File: config.mk
export PLATFORM = sky130hd
export DESIGN_NAME = rca_result_fifo
export DESIGN_NICKNAME = d
export VERILOG_FILES = /design/src/rtl/rca_result_fifo.sv
export SDC_FILE = /design/constraint.sdc
export NUM_CORES = 1
export LEC_CHECK = 0
export BUFFER_PORTS_ARGS = -buffer_cell sky130_fd_sc_hd__buf_2
export CORE_UTILIZATION = 55
export CTS_CLUSTER_SIZE = 20
export DETAILED_ROUTE_END_ITERATION = 7
export PLACE_DENSITY = 0.77
export SKIP_CTS_REPAIR_TIMING = 1
export SLEW_MARGIN = 10
export SYNTH_ARGS = -nofsm -noshare
export SYNTH_HDL_FRONTEND = slang
export SYNTH_SLANG_ARGS = --single-unit
File: constraint.sdc
create_clock -name clk -period 2.7 [get_ports clk]
set_clock_uncertainty 0.05 [all_clocks]
set_input_delay 0.675 -clock clk [delete_from_list [all_inputs] [get_ports clk]]
set_output_delay 0.675 -clock clk [all_outputs]
set_load 0.05 [all_outputs]
File: src/rtl/rca_result_fifo.sv
// rca_result_fifo: result capture FIFO behind the 16-bit ripple-carry adder.
// Registers {sum, cout, zero, neg, ovf} per push and serves them over valid/ready.
//
// Ports:
//   clk, rst                     : clock, synchronous active-high reset
//   in_valid / in_ready          : producer handshake (adder side)
//   sum_in, cout_in              : adder result
//   a_msb, b_msb                 : operand MSBs for signed-overflow detection
//   out_valid / out_ready        : consumer handshake
//   out_sum, out_cout            : head result (0 when empty)
//   out_zero, out_neg, out_ovf   : head flags (0 when empty)
//   level                        : occupied entries
//   ovf_count                    : saturating count of pushed overflow results
module rca_result_fifo #(
    parameter int WIDTH = 16,
    parameter int DEPTH = 4,
    parameter int CW    = 8
) (
    input  logic                     clk,
    input  logic                     rst,
    input  logic                     in_valid,
    output logic                     in_ready,
    input  logic [WIDTH-1:0]         sum_in,
    input  logic                     cout_in,
    input  logic                     a_msb,
    input  logic                     b_msb,
    output logic                     out_valid,
    input  logic                     out_ready,
    output logic [WIDTH-1:0]         out_sum,
    output logic                     out_cout,
    output logic                     out_zero,
    output logic                     out_neg,
    output logic                     out_ovf,
    output logic [$clog2(DEPTH):0]   level,
    output logic [CW-1:0]            ovf_count
);

    localparam int PW = $clog2(DEPTH);
    localparam int LW = PW + 1;
    localparam int EW = WIDTH + 4;

    // Entry layout: {sum, cout, zero, neg, ovf}
    logic [EW-1:0]    mem [DEPTH];
    logic [PW-1:0]    wr_ptr;
    logic [PW-1:0]    rd_ptr;
    logic [EW-1:0]    head;
    logic             push;
    logic             pop;
    logic             zero;
    logic             neg;
    logic             ovf;

    assign zero = (sum_in == '0);
    assign neg  = sum_in[WIDTH-1];
    // Same-sign operands producing an opposite-sign result.
    assign ovf  = (a_msb == b_msb) && (sum_in[WIDTH-1] != a_msb);

    // Full/empty come from level so pointers can wrap freely.
    assign in_ready  = (level != LW'(DEPTH));
    assign out_valid = (level != '0);

    assign push = in_valid && in_ready;
    assign pop  = out_valid && out_ready;

    assign head = mem[rd_ptr];
    assign {out_sum, out_cout, out_zero, out_neg, out_ovf} =
        out_valid ? head : '0;

    // Storage is not reset; level gates everything that reads it.
    always_ff @(posedge clk) begin
        if (push) begin
            mem[wr_ptr] <= {sum_in, cout_in, zero, neg, ovf};
        end
    end

    always_ff @(posedge clk) begin
        if (rst) begin
            wr_ptr    <= '0;
            rd_ptr    <= '0;
            level     <= '0;
            ovf_count <= '0;
        end else begin
            if (push) begin
                wr_ptr <= wr_ptr + PW'(1);
            end
            if (pop) begin
                rd_ptr <= rd_ptr + PW'(1);
            end
            case ({push, pop})
                2'b10:   level <= level + LW'(1);
                2'b01:   level <= level - LW'(1);
                default: level <= level;
            endcase
            if (push && ovf && (ovf_count != '1)) begin
                ovf_count <= ovf_count + CW'(1);
            end
        end
    end

endmodule

After elaboration in Yosys (flattened, before gate mapping)
Memory sizes are Yosys's and may differ from the RTL's. A register that Yosys moved wholly into a read port is not among the register bits.
Index checks and enable logic that the tools add are counted.
{ "classes": {"muxes": 6, "n_addsub": 5, "n_reduce_logical": 8, "eq_ne": 6} }
{ "ops": {"columns": ["operator", "count"], "rows": [
  ["$mux W20", 1],
  ["$logic_not A16 Y1", 1],
  ["$add A8 B1 Y8 const B", 1],
  ["$ne A8 B8 Y1 const B", 1],
  ["$pmux W3 S2", 1],
  ["$logic_and A1 B1 Y1", 5],
  ["$add A2 B1 Y2 const B", 2],
  ["$mux W2", 2],
  ["$add A3 B1 Y3 const B", 1],
  ["$ne A3 B3 Y1 const B", 1],
  ["$reduce_bool A3 Y1", 1],
  ["$sub A3 B1 Y3 const B", 1],
  ["$eq A2 B1 Y1 const B", 1],
  ["$eq A2 B2 Y1 const B", 1],
  ["$mux W1", 2],
  ["$reduce_bool A2 Y1", 1],
  ["$eq A1 B1 Y1", 1],
  ["$ne A1 B1 Y1", 1]
]} }
{ "totals": {"memories": 1, "input_bits": 23, "ram_bits": 80, "out_inout_bits": 33, "ff_bits": 15, "word_cells": 30} }
{ "memory_table": {"columns": ["name", "depth", "word_bits", "rd", "rd_clocked_by_memory_dff", "wr", "line_no", "text"], "rows": [
  ["mem", 4, 20, 1, 1, 1, "43", "logic [EW-1:0] mem [DEPTH];"]
]} }

Longest topological paths before layout
Gate-level depths: netlist of run 1.
{ "depth": {"ltp_word": 4, "ltp_mapped": 9, "mapped_depth_nobuf": 8} }

Least setup slack after synthesis of run 1
Ideal clock, no wire load.
{ "synth_timing": {"path_type": "reg2out", "from": "register level[0]", "to": "output out_sum[10]", "stages_incl_launch_ff": 4, "t_required_ns": 1.975, "slack_ns": -0.022, "t_arrival_ns": 1.997, "path_buffers": 1, "path_cell_list": "dfxtp_1 -> or3_2 -> clkbuf_1 -> and2_1"} }
{ "synth_via": {"elab_chain_len": 2} }
{ "synth_rtl": {"columns": ["element", "line_no", "text"], "rows": [
  ["start, declared", "34", "output logic [$clog2(DEPTH):0] level,"],
  ["start signal, assigned", "90", "2'b10: level <= level + LW'(1);"],
  ["start signal, assigned", "91", "2'b01: level <= level - LW'(1);"],
  ["start signal, assigned", "92", "default: level <= level;"],
  ["$reduce_bool A3 Y1", "60", "assign out_valid = (level != '0);"],
  ["via out_valid", "27", "output logic out_valid,"],
  ["$mux W20", "67", "out_valid ? head : '0;"],
  ["end, declared", "29", "output logic [WIDTH-1:0] out_sum,"]
]} }
The timed path passes the listed nets, and every way through them passes these cells.

Final worst setup path of run 1
{ "layout_timing": {"from": "register level[2]", "to": "output out_sum[15]"} }
{ "layout_via": {"elab_chain_len": 2} }
{ "layout_rtl": {"columns": ["element", "line_no"], "rows": [
  ["$reduce_bool A3 Y1", "60"],
  ["$mux W20", "67"]
]} }
No other way between the ends.

==> metrics.md, run 1 <==
| Metric | Value |
|---|---|
| Run status | finished clean |
| Antenna diodes | 0 |
| Post-Syn Area | 0.00382 mm2 |
| Worst path arrival time | 1.89 ns |
| Post-synth top cells | edfxtp_1, and2_1, mux4_2, dfxtp_1, nor2_1 |
| Largest net degree at the start of global routing | 20 |
| Maximum clock path buffer count | 2 |
| Layout overhead on the synthesized area | 13.7% |
| Max VDD drop | 0.616 mV |
| Routed Antenna Nets | 0 |
| I/O pin total | 56 |
| Vias per inst | 5.64 |
| Most common cell in the synthesized netlist | edfxtp_1 |
| Netlist cell types | 38 |
| Post-DR wirelength/cell | 17.3 um |
| Buffers on Ports | 55 |
| Main flop type after synthesis | edfxtp_1 |
| WP data required | 1.98 ns |
| Area leader, netlist | edfxtp_1 |
| Synth top area share | 59.7% |
| Maxcap violations | 0 |
| Worst-Margin Slew | 0.527 ns |
| Worst-path clk slew | 0.08 ns |
| Initial antenna violation count | 0 |
| Lkg Pwr | 1.54 nW |
| Initial Util | 56.5% |
| Clock Latency Late Sink | 0.35 ns |
| Max-slew violation count | 0 |
| #FFs+latches synth | 93 |
| Fillers | 487 |
| P per Cell Area | 1040 mW/mm2 |
| Synth top area cells | edfxtp_1, mux4_2, dfxtp_1, and2_1, ha_1 |
| Die area | 0.00728 mm2 |
| Worst setup EP type | output pin |
| H-tree depth | 3 |
| DR pass1 iterations | 4 |
| Relative slew slack | 64.8% |
| Total Power | 4.50 mW |
| Layout cell share with drive strength beyond 1 | 33.0% |
| Register area | 0.00262 mm2 |
| Remaining DRCs | 0 |
| GPL Wtd Cong | 0.810 |
| Critical-path maximum fanout | 12 |
| M2 GR Usage | 32.4% |
| GR Util met1 | 24.9% |
| Gr usage total | 19.7% |
| Setup_tns | 0 ns |
| Sequential area share after synthesis | 68.7% |
| Row count | 30 |
| Post-DP HPWL | 4.08 mm |
| Total grt overflow | 0 |
| Fmax achieved | 382 MHz |
| Sink Count | 93 |
| Post-synth EDFFs | 76 |
| Path type of the worst setup path | reg -> out |
| Final hold violation count | 0 |
| RSZ-0062 raised after global routing | false |
| Final Worst Setup Slack | 0.0828 ns |
| CTS tree | yes |
| Iteration-0 DRC Markers | 111 |
| Syn_area_per_cell | 16.8 um2 |
| Period utilization | 96.9% |
| Grt peak-use layer | met2 |
| Post-layout minimum cycle time | 2.62 ns |
| Synthesis Warnings | 0 |
| Setup Viol. Count Final | 0 |
| First-pass GRT wire length | 10.5 mm |
| Vias | 2094 |
| Mapped Nets | 257 |
| Die width | 85.3 um |
| Core region area | 0.00676 mm2 |
| Clock Tree Root | clkbuf_8 |
| Die H | 85.3 um |
| Hold Slack | 0.452 ns |
| Global routing usage on met3 | 4.18% |
| CTS Buf Count | 9 |
| Startpoint Class | register |
| Ys async rst share | 0% |
| Multi-input gate area | 0.00111 mm2 |
| Hold Path Class | reg -> reg |
| Routed wire length | 6.43 mm |
| Vias in the first global route | 2117 |
| Post-Syn Instances | 227 |
| Layout net count | 316 |
| Setup Slack @ Placement | 0.319 ns |
==> through the flow <==
stage / area, um2 / util (%) / instances
global placement: 4170 / 61.6 / 355
global route: 4340 / 64.3 / 371
finish: 4340 / 64.3 / 371
floorplan: 3820 / - / 227
CTS: 4340 / 64.3 / 371
detailed placement: 4170 / 61.6 / 355
==> state kept, by name (all words and copies together) (netlist names), named ones only <==
name,cells
ovf_count,8
wr_ptr,2
mem,76
level,3
rd_ptr,2
==> cells by family (layout without fill, tap and decap cells) <==
logic type / count (synthesis) / count (layout) / synth area share [%]
mux: 20 / 20 / 11.5
buf+inv: 17 / 81 / 2.39
flops: 93 / 93 / 68.7
fa+ha+maj: 7 / 7 / 2.49
simple gates: 67 / 67 / 10.3
xor+xnor: 5 / 5 / 1.15
compound gates: 18 / 18 / 3.54
==> layout make-up <==
class	instances	share of cell area [%]
inverter	7	0.605
clock buffer	14	3.29
tap	80	2.31
multi-input combinational	117	25.5
timing repair buffer	58	7.15
sequential	93	60.4
clock inverter	2	0.778
==> layout by cell type (no fill, tap or decap), types with 2 or more instances in the layout <==
cell type / synthesis / final
edfxtp_1: 76 / 76
buf_2: 1 / 55
and2_1: 20 / 20
mux4_2: 19 / 19
dfxtp_1: 17 / 17
nor2_1: 11 / 11
clkbuf_8: 0 / 9
inv_1: 7 / 7
nand3_1: 7 / 7
a21oi_1: 7 / 7
nand2_1: 6 / 6
ha_1: 6 / 6
clkbuf_1: 4 / 5
and3_2: 4 / 4
nor4_1: 4 / 4
o31ai_1: 3 / 3
xor2_1: 3 / 3
or3_2: 2 / 2
o41ai_1: 2 / 2
or4_1: 2 / 2
o311ai_0: 2 / 2
o21ai_0: 2 / 2
xnor2_1: 2 / 2
or3_1: 2 / 2
buf_4: 3 / 2
==> layer usage <==
metal | up-vias | share of wire, % | wire (um)
met4 | 0 | 2.4 | 152
met2 | 48 | 49 | 3170
met5 | - | 0 | 0
met3 | 11 | 3.8 | 245
li1 | 999 | - | -
met1 | 1036 | 45 | 2870
==> path summary, 6_finish.rpt <==
kind                        startpoint                         to  slack (ns)  depth (start not counted)
max              level[2]$_SDFFE_PP0P_                out_sum[15]        0.08                          4
min          ovf_count[1]$_SDFFE_PP0P_  ovf_count[1]$_SDFFE_PP0P_        0.45                          2
max reg2reg      level[0]$_SDFFE_PP0P_      level[2]$_SDFFE_PP0P_        0.33                          8
min reg2reg  ovf_count[1]$_SDFFE_PP0P_  ovf_count[1]$_SDFFE_PP0P_        0.45                          2
==> power breakdown <==
group          switching, mW  internal, mW  total, mW
combinational           1.28         0.582       1.86
sequential            0.0612          1.72       1.78
clock                  0.431         0.428      0.859
total                   1.77          2.73       4.50
==> worst max-delay path, cell delays in order, from the launching register on <==
cell	delay [ns]
dfxtp_1	0.33
or3_2	0.63
buf_4	0.23
and2_1	0.14
buf_2	0.20
No activity file was read; power rests on OpenSTA's default activity.
==> run 2, diff against run 1 <==
GPL_TIMING_DRIVEN = 0   (was unset)
HOLD_SLACK_MARGIN = 0.05   (was unset)
==> metrics.md, run 2 (synthesized netlist as in run 1, its figures left out) <==
| Metric | Value |
|---|---|
| Worst-path clk slew | 0.08 ns |
| Max VDD drop | 0.710 mV |
| Routed Antenna Nets | 0 |
| Clock Tree Root | clkbuf_8 |
| Final Util | 65.9% |
| Initial antenna violation count | 0 |
| Startpoint Class | register |
| Hold wc startpoint | ovf_count[1]$_SDFFE_PP0P_ |
| Placed insts | 362 |
| Most used cell, CP | buf_4 |
| Setup Viol. Count Final | 0 |
| CTS tree | yes |
| Final hold violation count | 0 |
| Largest regs | mem (76), ovf_count (8), level (3) |
| Reg2reg start | level[2]$_SDFFE_PP0P_ |
| Critical-path cell list | or3_2, buf_4, and2_1, buf_4, buf_2 |
| Slowest stage cell, crit path | or3_2 |
| Initial Util | 56.5% |
| Post-DP HPWL | 4.21 mm |
| Core region area | 0.00676 mm2 |
| Final Worst Setup Slack | 0.0823 ns |
| GPL Wtd Cong | 0.788 |
| Vias per inst | 5.62 |
| Worst r2r dst | level[2]$_SDFFE_PP0P_ |
| Top delay family on crit path | simple AND/OR/NAND/NOR gates |
| Layout cell share with drive strength beyond 1 | 35.4% |
| Hold depth | 2 |
| Routed wire length | 6.50 mm |
| Max reg flops | 76 |
| Critical-path maximum fanout | 10 |
| GR Util met1 | 25.3% |
| Grt peak-use layer | met2 |
| Total grt overflow | 0 |
| Worst-Margin Slew | 0.550 ns |
| Max-slew violation count | 0 |
| Vias in the first global route | 2033 |
| Post-layout minimum cycle time | 2.62 ns |
| Clk pwr share | 22.1% |
| Final std cells w/o fill | 377 |
| Period utilization | 97.0% |
| Worst path bufs/invs | 3 |
| Maximum clock path buffer count | 2 |
| Buffers on Ports | 55 |
| H-tree depth | 3 |
| Reg2reg setup slack | 0.35 ns |
| Run status | finished clean |
| Reg power frac | 37.6% |
| Max stage delay on crit path | 0.54 ns |
| Worst setup EP type | output pin |
| Combinational power share | 40.3% |
| Path type of the worst setup path | reg -> out |
| Global routing usage on met3 | 3.89% |
| Remaining DRCs | 0 |
| Largest net degree at the start of global routing | 20 |
| Antenna diodes | 0 |
| Hold Path Class | reg -> reg |
| Commonest non-fill, non-tap cell in the layout | edfxtp_1 |
| Die H | 85.3 um |
| Post-DP Area | 0.00420 mm2 |
| DR pass1 iterations | 4 |
| I/O pin total | 56 |
| Most frequent cells in the layout | edfxtp_1, buf_2, and2_1 |
| Relative slew slack | 63.2% |
| CTS Buf Count | 9 |
| Setup Slack @ Placement | 0.0839 ns |
| Worst path arrival time | 1.89 ns |
| Iteration-0 DRC Markers | 124 |
| Fillers | 465 |
| Row count | 30 |
| Clock Latency Late Sink | 0.35 ns |
| Gr usage total | 19.6% |
| Die width | 85.3 um |
| Maxcap violations | 0 |
| Layout net count | 322 |
| M2 GR Usage | 31.7% |
| First-pass GRT wire length | 10.3 mm |
| RSZ-0062 raised after global routing | false |
| Lkg Pwr | 1.60 nW |
| Die area | 0.00728 mm2 |
| P per Cell Area | 1070 mW/mm2 |
| Sink Count | 93 |
| WP data required | 1.98 ns |
| Largest Register | mem |
| Hold path endpoint | ovf_count[1]$_SDFFE_PP0P_ |
| Switching Fraction | 37.7% |
| R2R depth | 9 |
| Layout overhead on the synthesized area | 16.6% |
| Fmax achieved | 382 MHz |
| Post-DR wirelength/cell | 17.2 um |
| Finished Cell Area | 0.00446 mm2 |
| Psw | 1.80 mW |
| Int Power | 2.97 mW |
| Vias | 2118 |
[run 2: cell types whose count changed in the layout (fill, tap and decap cells not counted)]
cell | previous run | this run
clkbuf_2 | 0 | 1
buf_12 | 1 | 2
dfxtp_1 | 17 | 15
buf_6 | 0 | 2
clkinv_1 | 1 | 3
buf_4 | 2 | 3
bufinv_16 | 1 | 3
clkbuf_1 | 5 | 2
dfxtp_2 | 0 | 2
[run 2: power groups by stage]
stage          sequential [mW]  clock, mW  combinational, mW
6_report                  1.79       1.05               1.92
5_1_grt                   1.81       1.12               2.04
4_1_cts                   1.78       1.07               1.90
3_5_place_dp              1.81          0               1.90
3_3_place_gp              1.80          0               1.89
2_1_floorplan             1.86          0               1.44
[run 2: layout make-up]
cell class	count	area (um2)	share of cell area, %
sequential	93	2630	58.9
multi-input combinational	117	1110	24.8
timing repair buffer	55	278	6.23
clock buffer	10	128	2.86
clock inverter	6	101	2.27
tap	80	100	2.25
buffer	9	91.3	2.05
inverter	7	26.3	0.590
[run 2: through the flow]
| stage | power [mW] | hold WS (ns) | setup TNS [ns] |
|---|---|---|---|
| 2_1_floorplan | 3.30 | 0.413 | 0 |
| 3_3_place_gp | 3.69 | 0.424 | 0 |
| 3_5_place_dp | 3.71 | 0.437 | 0 |
| 4_1_cts | 4.75 | 0.449 | -2.99 |
| 5_1_grt | 4.97 | 0.464 | 0 |
| 6_report | 4.76 | 0.443 | 0 |
[run 2: routing by layer]
layer	vias up	part of all wire [%]	routed length (um)
met1	1046	45	2910
met2	51	50	3230
li1	1009	-	-
met3	12	3.4	222
met4	0	2.2	142
met5	-	0	0
[run 2: how the worst max path moves through the flow]
stage                                     start                    end  depth (start not counted)  slack [ns]
final                     level[2]$_SDFFE_PP0P_            out_sum[15]                          5        0.08
after floorplan           level[2]$_SDFFE_PP0P_  level[2]$_SDFFE_PP0P_                          9        0.08
after global routing                   register             out_sum[5]                          5        0.01
after detailed placement               register            out_sum[12]                          5        0.08
after global placement                 register             out_sum[5]                          5        0.11
after CTS                              register            out_sum[12]                          5       -0.31
[run 2: worst min-delay path, stage by stage (launching register included)]
cell	delay, ns
dfxtp_1	0.34
nand2_1	0.06
mux2i_1	0.05
